## src/rtl/adc_bit_slicer_if.sv

```systemverilog
// Sample-in / word-out bus for the ADC bit slicer.
// The slave side is the slicer; the master side is the sample source and word consumer.
interface adc_bit_slicer_if #(
  parameter int SAMPLE_W = 12,
  parameter int WORD_W   = 8
);
  logic                sample_valid;
  logic [SAMPLE_W-1:0] sample;
  logic                out_valid;
  logic                out_ready;
  logic [WORD_W-1:0]   out_data;

  modport master (
    output sample_valid, sample, out_ready,
    input  out_valid, out_data
  );

  modport slave (
    input  sample_valid, sample, out_ready,
    output out_valid, out_data
  );
endinterface

```

## src/rtl/adc_bit_slicer.sv

```systemverilog
// Hysteresis slicer plus bit-clock recovery: ADC samples in, LSB-first words out.
// The phase counter re-zeroes on every level edge and samples mid-bit.
module adc_bit_slicer #(
  parameter int SAMPLE_W   = 12,
  parameter int BIT_CYCLES = 10,
  parameter int WORD_W     = 8,
  parameter int THRESH_HI  = 2458,
  parameter int THRESH_LO  = 1638
) (
  input  logic             clk,
  input  logic             rst,
  adc_bit_slicer_if.slave  bus,
  output logic             level,
  output logic             locked,
  output logic             overflow
);
  localparam int PH_W = $clog2(BIT_CYCLES);
  localparam int BC_W = $clog2(WORD_W + 1);
  localparam logic [PH_W-1:0]     PH_MAX  = PH_W'(BIT_CYCLES - 1);
  localparam logic [PH_W-1:0]     PH_CAP  = PH_W'(BIT_CYCLES / 2);
  localparam logic [BC_W-1:0]     BC_LAST = BC_W'(WORD_W - 1);
  localparam logic [SAMPLE_W-1:0] TH_HI   = SAMPLE_W'(THRESH_HI);
  localparam logic [SAMPLE_W-1:0] TH_LO   = SAMPLE_W'(THRESH_LO);

  typedef enum logic {IDLE, RUN} state_t;

  state_t              r_state, w_state_next;
  logic                r_level;
  logic [PH_W-1:0]     r_phase;
  logic [BC_W-1:0]     r_bitcnt;
  logic [WORD_W-1:0]   r_shift;
  logic                r_out_valid;
  logic [WORD_W-1:0]   r_out_data;
  logic                r_overflow;

  logic                w_level_next;
  logic                w_trans;
  logic [PH_W-1:0]     w_phase_next;
  logic                w_capture;
  logic                w_word_done;
  logic                w_hs;
  logic [WORD_W-1:0]   w_shift_next;

  always_ff @(posedge clk) begin
    if (rst) r_state <= IDLE;
    else     r_state <= w_state_next;
  end

  always_comb begin
    w_state_next = r_state;
    case (r_state)
      IDLE:    if (w_trans) w_state_next = RUN;
      RUN:     w_state_next = RUN;
      default: w_state_next = IDLE;
    endcase
  end

  // Inside the hysteresis band the level simply holds.
  always_comb begin
    w_level_next = r_level;
    if (bus.sample >= TH_HI)      w_level_next = 1'b1;
    else if (bus.sample <= TH_LO) w_level_next = 1'b0;
  end

  assign w_trans = bus.sample_valid && (w_level_next != r_level);

  always_comb begin
    w_phase_next = r_phase;
    if (w_trans)
      w_phase_next = '0;
    else if (bus.sample_valid && r_state == RUN)
      w_phase_next = (r_phase == PH_MAX) ? '0 : r_phase + 1'b1;
  end

  assign w_capture   = bus.sample_valid && (r_state == RUN || w_trans) &&
                       (w_phase_next == PH_CAP);
  assign w_word_done = w_capture && (r_bitcnt == BC_LAST);
  assign w_hs        = r_out_valid && bus.out_ready;

  // New bits enter at the MSB so the first bit lands in bit 0 after WORD_W shifts.
  generate
    if (WORD_W == 1) begin : g_one
      assign w_shift_next = w_level_next;
    end else begin : g_many
      assign w_shift_next = {w_level_next, r_shift[WORD_W-1:1]};
    end
  endgenerate

  always_ff @(posedge clk) begin
    if (rst) begin
      r_level     <= 1'b0;
      r_phase     <= '0;
      r_bitcnt    <= '0;
      r_shift     <= '0;
      r_out_valid <= 1'b0;
      r_out_data  <= '0;
      r_overflow  <= 1'b0;
    end else begin
      if (bus.sample_valid) r_level <= w_level_next;
      r_phase <= w_phase_next;
      if (w_capture) begin
        r_shift  <= w_shift_next;
        r_bitcnt <= w_word_done ? '0 : r_bitcnt + 1'b1;
      end
      // A finished word only lands if the output slot is free or emptying this edge.
      if (w_word_done) begin
        if (!r_out_valid || w_hs) begin
          r_out_data  <= w_shift_next;
          r_out_valid <= 1'b1;
        end else begin
          r_overflow  <= 1'b1;
        end
      end else if (w_hs) begin
        r_out_valid <= 1'b0;
      end
    end
  end

  assign bus.out_valid = r_out_valid;
  assign bus.out_data  = r_out_data;
  assign level         = r_level;
  assign locked        = (r_state == RUN);
  assign overflow      = r_overflow;
endmodule

```

## src/flat_wrapper.sv

```systemverilog
// flat-port wrapper written by rule: the top's interface ports become plain ports
module adc_bit_slicer_flat 
#(
  parameter int SAMPLE_W   = 12,
  parameter int BIT_CYCLES = 10,
  parameter int WORD_W     = 8,
  parameter int THRESH_HI  = 2458,
  parameter int THRESH_LO  = 1638
)
  (clk, rst, level, locked, overflow, bus_sample_valid, bus_sample, bus_out_ready, bus_out_valid, bus_out_data);
  adc_bit_slicer_if #(.SAMPLE_W(SAMPLE_W), .WORD_W(WORD_W)) bus_i ();
  input  logic clk;
  input  logic rst;
  output logic level;
  output logic locked;
  output logic overflow;
  input wire logic [$bits(bus_i.sample_valid)-1:0] bus_sample_valid;
  input wire logic [$bits(bus_i.sample)-1:0] bus_sample;
  input wire logic [$bits(bus_i.out_ready)-1:0] bus_out_ready;
  output wire logic [$bits(bus_i.out_valid)-1:0] bus_out_valid;
  output wire logic [$bits(bus_i.out_data)-1:0] bus_out_data;
  assign bus_i.sample_valid = bus_sample_valid;
  assign bus_i.sample = bus_sample;
  assign bus_i.out_ready = bus_out_ready;
  assign bus_out_valid = bus_i.out_valid;
  assign bus_out_data = bus_i.out_data;
  adc_bit_slicer #(.SAMPLE_W(SAMPLE_W), .BIT_CYCLES(BIT_CYCLES), .WORD_W(WORD_W), .THRESH_HI(THRESH_HI), .THRESH_LO(THRESH_LO)) u_core (.clk(clk), .rst(rst), .bus(bus_i), .level(level), .locked(locked), .overflow(overflow));
endmodule
```

## config.mk

```make
export PLATFORM = sky130hd
export DESIGN_NAME = adc_bit_slicer_flat
export DESIGN_NICKNAME = d
export VERILOG_FILES = /design/src/rtl/adc_bit_slicer_if.sv /design/src/rtl/adc_bit_slicer.sv /design/src/flat_wrapper.sv
export SDC_FILE = /design/constraint.sdc
export NUM_CORES = 1
export LEC_CHECK = 0
export CELL_PAD_IN_SITES_DETAIL_PLACEMENT = 1
export CELL_PAD_IN_SITES_GLOBAL_PLACEMENT = 1
export CORE_ASPECT_RATIO = 1.4
export CORE_MARGIN = 2
export CORE_UTILIZATION = 35
export CTS_BUF_LIST = sky130_fd_sc_hd__clkbuf_4 sky130_fd_sc_hd__clkbuf_8
export CTS_CLUSTER_SIZE = 8
export DETAILED_ROUTE_END_ITERATION = 6
export PLACE_DENSITY_LB_ADDON = 0.2
export SYNTH_ARGS = -nofsm -noshare
export SYNTH_HDL_FRONTEND = slang
export SYNTH_SLANG_ARGS = --single-unit
```

## constraint.sdc

```tcl
create_clock -name clk -period 1.9 [get_ports clk]
set_clock_uncertainty 0.15 [all_clocks]
set_input_delay 0.38 -clock clk [delete_from_list [all_inputs] [get_ports clk]]
set_output_delay 0.38 -clock clk [all_outputs]
set_load 0.02 [all_outputs]
```

==> results.yml <==
status:
  outcome: "finished with violations"
  violations: "negative setup slack"
critical_path:
  cp-start-kind: "primary input"
  cp_top_family: "simple AND/OR/NAND/NOR gates"
  critPathBufInv: 1
  max_stage_delay_ns: 0.54
  crit_slowest_cell: "or4_4"
  critPathMaxFanout: 4
  cp-startpoint: "bus_sample[9]"
  critPathArrivalTime_ns: 1.92
  path_cells: "buf_6 > or4_4 > o211ai_4 > nand3_4 > a21boi_2 > mux2_4"
  crit_type: "primary input to flop"
  cp.required_ns: 1.91
  cp-end-kind: "flop"
  r2r_start: "u_core.r_phase[0]$_SDFF_PP0_"
global_route:
  grt.total_usage_pct: 19.98
  antenna_found_initial: 0
  grt.overflow.total: 0
  grt_pass1_wl_um: 5968
  grt_pass1_vias: 1347
  grt_max_degree: 24
run:
  maxCapViolCount: 0
detailed_routing:
  vias: 1207
  first_iter_violations: 16
  avgRoutedWirePerCell_um: 16.44
  drt-vias-per-instance: 5.317
  drtAntennaViolNets: 0
  drc_errors: 0
  detail_route.wirelength_um: 3733
  firstDrtPassIters: 4
finish:
  final_util_pct: 57.21
  fill_cells: 381
  drive_above_1_share_pct: 32.09
  final_area_sq_um: 1951
  area_delta_synth_final_pct: 55.74
  final_nets: 205
  diodes: 0
clock_network:
  numCtsBuffers: 3
  cts_tree: "done"
  cts.sinks: 27
  cts_root_buf: "clkbuf_8"
  ctsLongestPathBuffers: 2
  cts_hold_buf: 0
  htree_levels: 1
  path_clk_slew_ns: 0.10
  clk_latency_ns: 0.27
pwr:
  p_leak_nw: 0.7653
  power_density_nw_per_um2: 534.6
  clockPowerShare_pct: 31.6
  power_mw: 1.043
  p_switching_mw: 0.2564
  p_sw_share_pct: 24.59
  seqPwrFrac_pct: 55.1
  combPwrFrac_pct: 13.3
  p_int_mw: 0.7864
  ir_worst_vdd_v: 0.0005988
sta:
  maxSlewHeadroom_pct: 80.63
  min_period_ns: 1.907
  finalSetupViolCount: 1
  fmax_ghz: 0.5245
  finalSetupTns_ns: -0.006554
  setup_slack_ns: -0.006554
  rsz0062_at_grt: "true"
  fin_crit_sh_pct: 100.3
  drv_slew: 0
  hold_viol: 0
  worst_pin_slew_ns: 0.2897
  whs_ns: 0.3183
logic_synthesis:
  yosys_warnings: 0
  netlist_top_cells_area: "dfxtp_1 (43%), mux2i_1 (10%), nand2_1 (6.3%)"
  ys_seq_elements: 27
  yosysSeqAreaShare_pct: 43.16
  netlist_area_sq_um: 1252
  synthFlopType: "dfxtp_1"
  synthesis.instances: 132
  netlist_top_cells_count: "dfxtp_1 (27), nand2_1 (21), mux2i_1 (13), nor2_1 (6), inv_1 (5)"
  synth_area_per_cell_sq_um: 9.488
  yosys.area.top_type: "dfxtp_1"
  synthDistinctLibCells: 40
  yosysMostFrequentCell: "dfxtp_1"
  synth_edf_count: 0
  synthesis.nets: 149
  synthArstFlopShare_pct: 0
  synth.top_cell.area_share_pct: 43.16
placed_design:
  hpwl_um: 2645
  portBuffers: 27
  gp_congestion: 0.8067
  dpl_cell_area_sq_um: 1728
hold_path:
  hp-start: "u_core.bus.out_data[2]$_SDFFE_PP0P_"
  hp-class: "flop to flop"
die:
  coreArea_sq_um: 3410
  start_util_pct: 36.73
  rows: 25
  ios: 28
  die_x_um: 54.56
  die_area_sq_um: 4080
  die_y_um: 74.78
## kinds of logic (layout without fill, tap and decap cells)
logic type	count (synthesis)	count (layout)	synth area share (%)
mux	14	14	11.29
compound gates	28	28	17.88
fa+ha+maj	1	1	0.9988
simple gates	52	53	22.68
flops	27	27	43.16
buf+inv	9	63	3.297
xor+xnor	1	1	0.6994
## worst register-to-register path, delay by kind of cell, from the launching register on
kind / cells / cell delay [ns]
DFF: 1 / 0.35
AOI/OAI and AO/OA: 2 / 0.35
muxes: 1 / 0.31
and+or+nand+nor: 2 / 0.37
buffers and inverters: 1 / 0.18
## flip-flops by register name, summed over array words and instances, names as in the netlist
signal                count
u_core.bus.out_data       8
u_core.bus.out_valid      1
u_core.level              1
u_core.locked             1
u_core.overflow           1
u_core.r_bitcnt           4
u_core.r_phase            4
u_core.r_shift            7
## path summary, 6_finish.rpt
path | to | slack [ns] | cells past startpoint
worst min register to register | u_core.bus.out_data[2]$_SDFFE_PP0P_ | 0.32 | 2
worst max register to register | u_core.r_bitcnt[2]$_SDFFE_PP0P_ | 0.09 | 6
worst min-delay path | u_core.bus.out_data[2]$_SDFFE_PP0P_ | 0.32 | 2
worst max-delay path | u_core.r_bitcnt[2]$_SDFFE_PP0P_ | -0.007 | 6
## final cells by class
cell class | instances | area, sq um | area share, %
inverter | 5 | 18.77 | 0.9622
multi-input combinational | 97 | 808.3 | 41.44
tap | 40 | 50.05 | 2.566
clock inverter | 1 | 5.005 | 0.2566
timing repair buffer | 54 | 481.7 | 24.70
clock buffer | 3 | 41.29 | 2.117
sequential | 27 | 545.5 | 27.97
## per-stage QoR
| stage | setup slack, ns | cells |
|---|---|---|
| 2_1_floorplan | -0.1356 | 132 |
| 3_3_place_gp | -0.5604 | 217 |
| 3_5_place_dp | -0.6744 | 217 |
| 4_1_cts | 0.003414 | 225 |
| 5_1_grt | -0.03718 | 227 |
| 6_report | -0.006554 | 227 |
## placed cells by master, fill, tap and decap left out, drive strengths merged, types with 2 or more instances in the layout
cell	n
o211ai	4
clkbuf	3
nor2b	2
dlygate4sd2	6
nor2	6
a21oi	4
clkdlybuf4s50	14
a22oi	3
inv	5
dfxtp	27
nand2	22
mux2i	13
nor3	3
nand3b	3
nand4	4
a211oi	2
clkdlybuf4s15	3
o21ai	4
and2	2
buf	30
and3	2
nor4	2
nand3	4
o21a	3
## layer usage
metal	GRT usage, %	up-vias	share of wire (%)
met5	0	-	0
met4	6.944	0	0.62
met3	2.778	2	3.6
met2	39.22	26	56
met1	20.50	587	40
li1	-	592	-
## power by group through the flow
stage | registers, mW | logic (mW) | clock network [mW]
2_1_floorplan | 0.592 | 0.0401 | 0
3_3_place_gp | 0.586 | 0.125 | 0
3_5_place_dp | 0.587 | 0.130 | 0
4_1_cts | 0.573 | 0.131 | 0.333
5_1_grt | 0.576 | 0.148 | 0.351
6_report | 0.575 | 0.139 | 0.330
## timing repair
item | CTS | global route
pin swaps | 15 | 8
hold endpoints to repair | 0 | 0
buffers inserted | 3 | 3
endpoints found under the setup margin | 27 | 24
gates cloned | 1 | 0
gates resized for setup | 36 | 17
(Power assumes the default switching activity.)
